<file path="src/rtl/stream_pkg.sv">
// Shared types and helpers for the stream fabric width converters.
package stream_pkg;

    typedef enum logic {
        IDLE = 1'b0,
        SEND = 1'b1
    } stream_ser_state_t;

    // Beat counters need at least one bit even when $clog2 collapses to zero.
    function automatic int min_cnt_width(input int beats);
        return ($clog2(beats) < 1) ? 1 : $clog2(beats);
    endfunction

endpackage

</file>
<file path="src/rtl/stream_serializer.sv">
// Wide-to-narrow stream serializer: one BEATS-beat word in, LS beat first out.
// Define STREAM_SERIALIZER_LEN_EN to add len_i for short words of 1..BEATS beats.
module stream_serializer
    import stream_pkg::*;
#(
    parameter int DATA_WIDTH = 32,
    parameter int BEATS      = 4,
    parameter int CNT_WIDTH  = min_cnt_width(BEATS)
) (
    input  logic                          ACLK,
    input  logic                          ARESETn,
    input  logic [DATA_WIDTH*BEATS-1:0]   data_i,
    input  logic                          valid_i,
    output logic                          ready_o,
`ifdef STREAM_SERIALIZER_LEN_EN
    input  logic [CNT_WIDTH-1:0]          len_i,
`endif
    output logic [DATA_WIDTH-1:0]         data_o,
    output logic                          valid_o,
    output logic                          last_o,
    input  logic                          ready_i
);

    localparam logic [CNT_WIDTH-1:0] MAX_END = CNT_WIDTH'(BEATS - 1);

    stream_ser_state_t              state_q, state_d;
    logic [DATA_WIDTH*BEATS-1:0]    shift_q, shift_d;
    logic [CNT_WIDTH-1:0]           beat_cnt_q, beat_cnt_d;
    logic [CNT_WIDTH-1:0]           end_cnt_q, end_cnt_d;
    logic                           valid_q, valid_d;
    logic                           last_q, last_d;

    logic                           in_acc;
    logic                           out_xfer;
    logic [CNT_WIDTH-1:0]           load_end;
    logic [CNT_WIDTH-1:0]           beat_nxt;

`ifdef STREAM_SERIALIZER_LEN_EN
    assign load_end = (len_i > MAX_END) ? MAX_END : len_i;
`else
    assign load_end = MAX_END;
`endif

    assign out_xfer = valid_q && ready_i;
    // Refilling in the same cycle as the last beat leaves is what removes the bubble.
    assign ready_o  = (state_q == IDLE) || (out_xfer && last_q);
    assign in_acc   = valid_i && ready_o;
    assign beat_nxt = beat_cnt_q + CNT_WIDTH'(1);

    always_comb begin
        state_d    = state_q;
        shift_d    = shift_q;
        beat_cnt_d = beat_cnt_q;
        end_cnt_d  = end_cnt_q;
        valid_d    = valid_q;
        last_d     = last_q;

        if (in_acc) begin
            state_d    = SEND;
            shift_d    = data_i;
            beat_cnt_d = '0;
            end_cnt_d  = load_end;
            valid_d    = 1'b1;
            last_d     = (load_end == '0);
        end else if (out_xfer) begin
            if (last_q) begin
                state_d = IDLE;
                valid_d = 1'b0;
                last_d  = 1'b0;
            end else begin
                shift_d    = shift_q >> DATA_WIDTH;
                beat_cnt_d = beat_nxt;
                last_d     = (beat_nxt == end_cnt_q);
            end
        end
    end

    always_ff @(posedge ACLK or negedge ARESETn) begin
        if (!ARESETn) begin
            state_q    <= IDLE;
            shift_q    <= '0;
            beat_cnt_q <= '0;
            end_cnt_q  <= '0;
            valid_q    <= 1'b0;
            last_q     <= 1'b0;
        end else begin
            state_q    <= state_d;
            shift_q    <= shift_d;
            beat_cnt_q <= beat_cnt_d;
            end_cnt_q  <= end_cnt_d;
            valid_q    <= valid_d;
            last_q     <= last_d;
        end
    end

    assign data_o  = shift_q[DATA_WIDTH-1:0];
    assign valid_o = valid_q;
    assign last_o  = last_q;

endmodule

</file>
<file path="config.mk">
export PLATFORM = sky130hd
export DESIGN_NAME = stream_serializer
export DESIGN_NICKNAME = d
export VERILOG_FILES = /design/src/rtl/stream_pkg.sv /design/src/rtl/stream_serializer.sv
export SDC_FILE = /design/constraint.sdc
export NUM_CORES = 1
export LEC_CHECK = 0
export BUFFER_PORTS_ARGS = -buffer_cell sky130_fd_sc_hd__buf_2
export CORE_MARGIN = 1.5
export CORE_UTILIZATION = 45
export DETAILED_ROUTE_END_ITERATION = 6
export PLACE_DENSITY = 0.71
export RECOVER_POWER = 50
export SLEW_MARGIN = 20
export SYNTH_ARGS = -nofsm -noshare
export SYNTH_HDL_FRONTEND = slang
export SYNTH_SLANG_ARGS = --single-unit
export TNS_END_PERCENT = 100
</file>
<file path="constraint.sdc">
create_clock -name ACLK -period 2.2 [get_ports ACLK]
set_clock_uncertainty 0.2 [all_clocks]
set_input_delay 0.33 -clock ACLK [delete_from_list [all_inputs] [get_ports ACLK]]
set_output_delay 0.33 -clock ACLK [all_outputs]
set_load 0.1 [all_outputs]
</file>
==> flow_summary.ini, run 1 <==
[timing]
fin_crit_ps = 2160
final-max-slew-violation-count = 0
tns_ps = 0
finalHoldViolations = 0
rsz0062_at_grt = false
setup_violations = 0
fmax_mhz = 464
worstMarginPinSlew_ps = 1100
timing.final.crit_share = 0.980
fin_hold_ws_ps = 12.3
relSlewSlack = 0.266

[worst_setup_path]
timing_worst_setup_path_type = register to output pin
r2r-end = shift_q[9]
setup.worst_path.start_class = register
r2r_start = valid_o
critical_path_arrival_ps = 1630
reg2reg_slack_ps = 160
worstSetupEndpointType = output pin
path_max_fanout = 17
required_ps = 1670
r2r_cells = 4

[finish]
utilization = 0.646
fin_cells = 1159
syn2layout_area_growth_pct = 39.8
final_area_sq_mm = 0.00943
fin_nets = 1095
layout-drive-gt1-share = 0.227
final_cell_mix = 193 x inv_1, 148 x buf_2, 131 x dfrtp_1
antenna_cells = 0
final_common_cell = inv_1

[global_route]
grt_use_total = 0.262
grt_antenna_before_repair = 0
grt_first_pass_wirelength_um = 32900
grt_remaining_overflow = 0
first_global_vias = 6553
grt_max_degree = 70

[run_status]
status = finished, violations left
violations = DRC

[drt]
vias = 6635
dr.pass1.iters = 7
wl_met1_um = 8630
wl_met2_um = 9670
drtAntennaViolNets = 0
wire_per_inst_um = 17.6
drt_wl_total_um = 20400
drtIter0Drc = 965
drc_errors = 31
vias_per_cell = 5.72
wl_met3_um = 1430
highest_layer = met4

[worst_hold_path]
holdCritStartpoint = data_i[54]
hp-class = input pin to register
whs_path_depth = 3
holdPathEnd = shift_q[54]

[clock_network]
clk_pin_slew_worst_paths_ps = 50
clk_path_buf_depth = 2
numCtsBuffers = 17
postCtsSetupBuffers = 0
clock_latency_ps = 420
root_buffer = clkbuf_16
htree_levels = 4
cts_tree = built
clock_sinks = 133

[floorplanning]
core_sq_mm = 0.0146
num_io_pins = 167
die_h_um = 125
dieArea_sq_mm = 0.0157
num_rows = 44
die-width_um = 125
start_util = 0.462

[placement]
dp.cells = 1006
dpl.hpwl_um = 12000
placed_cell_area_sq_mm = 0.00759
finalWeightedCongestion = 0.789
portBuffers = 166

[logic_synthesis]
ys_seq_area_frac = 0.494
synthXorXnorAreaFrac = 0.00260
synth.largest_area_cell = dfrtp_1
synthSimpleGateAreaFrac = 0.0518
synth_mux_area_frac = 0
syn_area_sq_mm = 0.00674
synth_top_family_by_area = compound AO/OA/AOI/OAI gates
synthesis.nets = 865
yosys.area.top_type_share = 0.494
ys_seq_elements = 133
ys_warn_count = 0
post_synth_num_cell_types = 25
synth_compound_area_frac = 0.260
synth_area_per_cell_sq_um = 9.20
synth_fa_ha_area_frac = 0
netlist_instances = 733
synth_area_leaders = dfrtp_1 49%, a222oi_1 14%, inv_1 11%

[power]
power_density_mw_per_mm2 = 1420
vdd_drop_max_v = 0.000683
p_leak_uw = 0.00493

[job]
drv_cap = 0
cell usage after synthesis, drive strengths merged:
cell      n
inv     193
o22ai    96
a222oi   96
nand3b    1
o21ai    32
xor2      1
and2      1
nand3    32
a21oi     2
or2       1
o21bai    1
nor2      2
nand2    35
nand4b    1
buf      50
or3b      1
nand2b    2
a21bo     1
clkbuf   51
dfrtp   133
xnor2     1
kinds of logic after synthesis:
logic type	Yosys count
DFF	133
buffers and inverters	294
and+or+nand+nor	76
AOI/OAI and AO/OA	228
xor gates and xnor gates	2
per-layer routing:
metal | GRT usage | vias up
li1 | - | 3061
met1 | 0.351 | 3155
met2 | 0.409 | 357
met3 | 0.0492 | 62
met4 | 0.129 | 0
met5 | 0 | -
report_power, final:
group          internal (uW)  switching (uW)  leakage, uW
combinational           1850            4060      0.00305
sequential              3550             987      0.00158
clock                   1930             993     0.000295
total                   7330            6040      0.00493
worst max-delay path: stages, from the launching register on:
cell and delay, ps:
dfrtp_4 550, a21bo_2 300, buf_12 170, buf_12 180
metrics by stage:
| stage | setup slack (ps) | total power (uW) |
|---|---|---|
| after global routing | 9.08 | 14000 |
| after detailed placement | 274 | 10200 |
| after global placement | 336 | 10000 |
| after floorplan | 62.0 | 9190 |
| final | 44.6 | 13400 |
| after CTS | 13.1 | 13300 |
worst max path at each step:
stage | start | to | slack, ps | depth (start not counted)
floorplan | last_o | shift_q[32] | 60 | 7
global placement | valid_o | shift_q[83] | 340 | 4
detailed placement | valid_o | shift_q[9] | 270 | 4
CTS | valid_o | ready_o | 10 | 3
global route | valid_o | ready_o | 9 | 3
finish | valid_o | ready_o | 40 | 3
what timing repair did:
action / 4_1_cts / 5_1_grt
resized for setup: 3 / 1
endpoints found under the hold margin: 253 / 0
hold buffers: 121 / 0
setup endpoints to repair: 1 / 1
gates cloned: 0 / 1
state kept, by name (all words and copies together), names as in the netlist:
register	count
beat_cnt_q	2
end_cnt_q	1
last_o	1
shift_q	128
valid_o	1
final cells by class:
class / instances / area, sq um
fill: 1117 / 5160
sequential: 133 / 3330
timing repair buffer: 312 / 2390
multi-input combinational: 306 / 2140
inverter: 193 / 724
clock buffer: 28 / 517
tap: 184 / 230
clock inverter: 3 / 90.1
Power figures use the tool's default switching activity.
==> inputs of run 2 (changes only) <==
--- a/config.mk
+++ b/config.mk
@@ -7,9 +7,9 @@
 export LEC_CHECK = 0
 export BUFFER_PORTS_ARGS = -buffer_cell sky130_fd_sc_hd__buf_2
 export CORE_MARGIN = 1.5
-export CORE_UTILIZATION = 45
+export CORE_UTILIZATION = 35
 export DETAILED_ROUTE_END_ITERATION = 6
-export PLACE_DENSITY = 0.71
+export PLACE_DENSITY = 0.58
 export RECOVER_POWER = 50
 export SLEW_MARGIN = 20
 export SYNTH_ARGS = -nofsm -noshare
==> flow_summary.ini, run 2 (synthesized netlist as in run 1, its figures left out) <==
[floorplanning]
start_util = 0.359
core_sq_mm = 0.0188
die-width_um = 142
num_rows = 50
die_h_um = 142
num_io_pins = 167
dieArea_sq_mm = 0.0201

[worst_hold_path]
holdPathEnd = shift_q[99]
holdCritStartpoint = data_i[99]
hp-class = input pin to register
whs_path_depth = 3

[worst_setup_path]
r2r-end = shift_q[113]
r2r_start = valid_o
worstPathCellList = a21bo_1 > buf_8 > buf_12
max_stage_delay_ps = 480
crit_buf_inv = 2
worstSetupEndpointType = output pin
required_ps = 1670
timing_worst_setup_path_type = register to output pin
setup.worst_path.start_class = register
r2r_cells = 5
critical_path_arrival_ps = 1590
reg2reg_slack_ps = 280
path_max_fanout = 34
cp_top_family = flip-flops
slowest_stage = dfrtp_4

[power]
p_sw_uw = 6090
power_frac_seq = 0.336
p_leak_uw = 0.00493
swShare = 0.451
pwr-share-clk = 0.233
p_int_uw = 7410
vdd_drop_max_v = 0.000594
finalPower_uw = 13500
power_density_mw_per_mm2 = 1420
p_comb_frac = 0.431

[timing]
fin_crit_ps = 2120
relSlewSlack = 0.432
rsz0062_at_grt = false
tns_ps = 0
worstMarginPinSlew_ps = 851
finalHoldViolations = 0
final-max-slew-violation-count = 0
fmax_mhz = 472
setup_violations = 0
timing.final.crit_share = 0.963

[drt]
vias = 6486
drt_wl_total_um = 20800
dr.pass1.iters = 7
vias_per_cell = 5.39
wire_per_inst_um = 17.3
drtIter0Drc = 901
drc_errors = 0
drtAntennaViolNets = 0

[clock_network]
postCtsSetupBuffers = 0
clk_path_buf_depth = 2
cts_tree = built
numCtsBuffers = 17
clock_latency_ps = 420
clk_pin_slew_worst_paths_ps = 60
clock_sinks = 133
htree_levels = 4
root_buffer = clkbuf_16

[finish]
regMostFlops = shift_q
fin_nets = 1088
layout-drive-gt1-share = 0.228
antenna_cells = 0
utilization = 0.505
final_area_sq_mm = 0.00948
reg_top3 = shift_q (128), beat_cnt_q (2)
syn2layout_area_growth_pct = 40.6
largest_register_ffs = 128
final_common_cell = inv_1
final_cell_mix = 193 x inv_1, 148 x buf_2, 131 x dfrtp_1

[global_route]
grt_remaining_overflow = 0
grt_antenna_before_repair = 0
busiest_layer = met2
grtUsageMet2 = 0.305
grt_use_total = 0.206
grt_max_degree = 102
first_global_vias = 6113
grt_first_pass_wirelength_um = 32300
use_met3 = 0.0327
grt_util_met1 = 0.298

[run_status]
status = finished, final reports clean

[placement]
finalWeightedCongestion = 0.762
dpl.hpwl_um = 12400
placed_cell_area_sq_mm = 0.00762
portBuffers = 166

[job]
drv_cap = 0
run 2: cell types whose count changed in the layout (fill, tap and decap cells not counted), moves of 2 or more:
cell,before,now
clkbuf_8,5,2
buf_4,15,8
clkbuf_1,7,0
clkinv_2,0,4
bufinv_16,3,5
clkbuf_4,0,2
clkinv_4,0,3
run 2: through the flow:
| step | cells | hold slack (ps) | setup WS, ps |
|---|---|---|---|
| global route | 1203 | 8.64 | 17.7 |
| floorplan | 733 | -166 | 62.0 |
| finish | 1203 | 6.13 | 82.0 |
| global placement | 1050 | 156 | 359 |
| CTS | 1203 | 0.744 | 38.0 |
| detailed placement | 1050 | 155 | 340 |
run 2: worst max path at each step:
stage                  from            to  slack (ps)  cells past startpoint
finish              valid_o       ready_o          80                      3
global route        valid_o       ready_o          20                      3
CTS                 valid_o       ready_o          40                      3
detailed placement  valid_o  shift_q[108]         340                      5
global placement    valid_o  shift_q[113]         360                      5
floorplan            last_o   shift_q[32]          60                      7
run 2: layer usage:
metal	part of all wire	up-vias	wire, um
li1	-	3053	-
met1	0.46	3081	9480
met2	0.46	312	9510
met3	0.063	40	1320
met4	0.025	0	520
met5	0	-	0
run 2: power groups by stage:
stage / Clock, uW / Sequential, uW / Combinational, uW
after global routing: 3300 / 4680 / 6250
after floorplan: 0 / 4250 / 4940
after CTS: 3190 / 4510 / 5820
after detailed placement: 0 / 4550 / 5640
after global placement: 0 / 4520 / 5560
final: 3150 / 4530 / 5820
run 2: area by class of cell:
cell class / instances / area (sq um)
clock buffers: 19 / 453
clock inverters: 13 / 204
well taps: 234 / 293
inverters: 193 / 724
repair buffers: 305 / 2330
fillers: 1706 / 9290
multi-input cells: 306 / 2140
flip-flops and latches: 133 / 3330
run 2: what timing repair did:
| item | in CTS | in global routing |
|---|---|---|
| pin swaps | 0 | 0 |
| hold endpoints to repair | 176 | 0 |
| cloned | 0 | 0 |
| endpoints found under the setup margin | 1 | 1 |
| hold buffers | 121 | 0 |
| gates resized for setup | 1 | 1 |
run 2: worst reg2reg max path: stages, from the launching register on:
cell and delay (ps):
dfrtp_4 480, a21bo_1 230, and2_4 350, buf_12 220
buf_4 220, o21ai_1 90
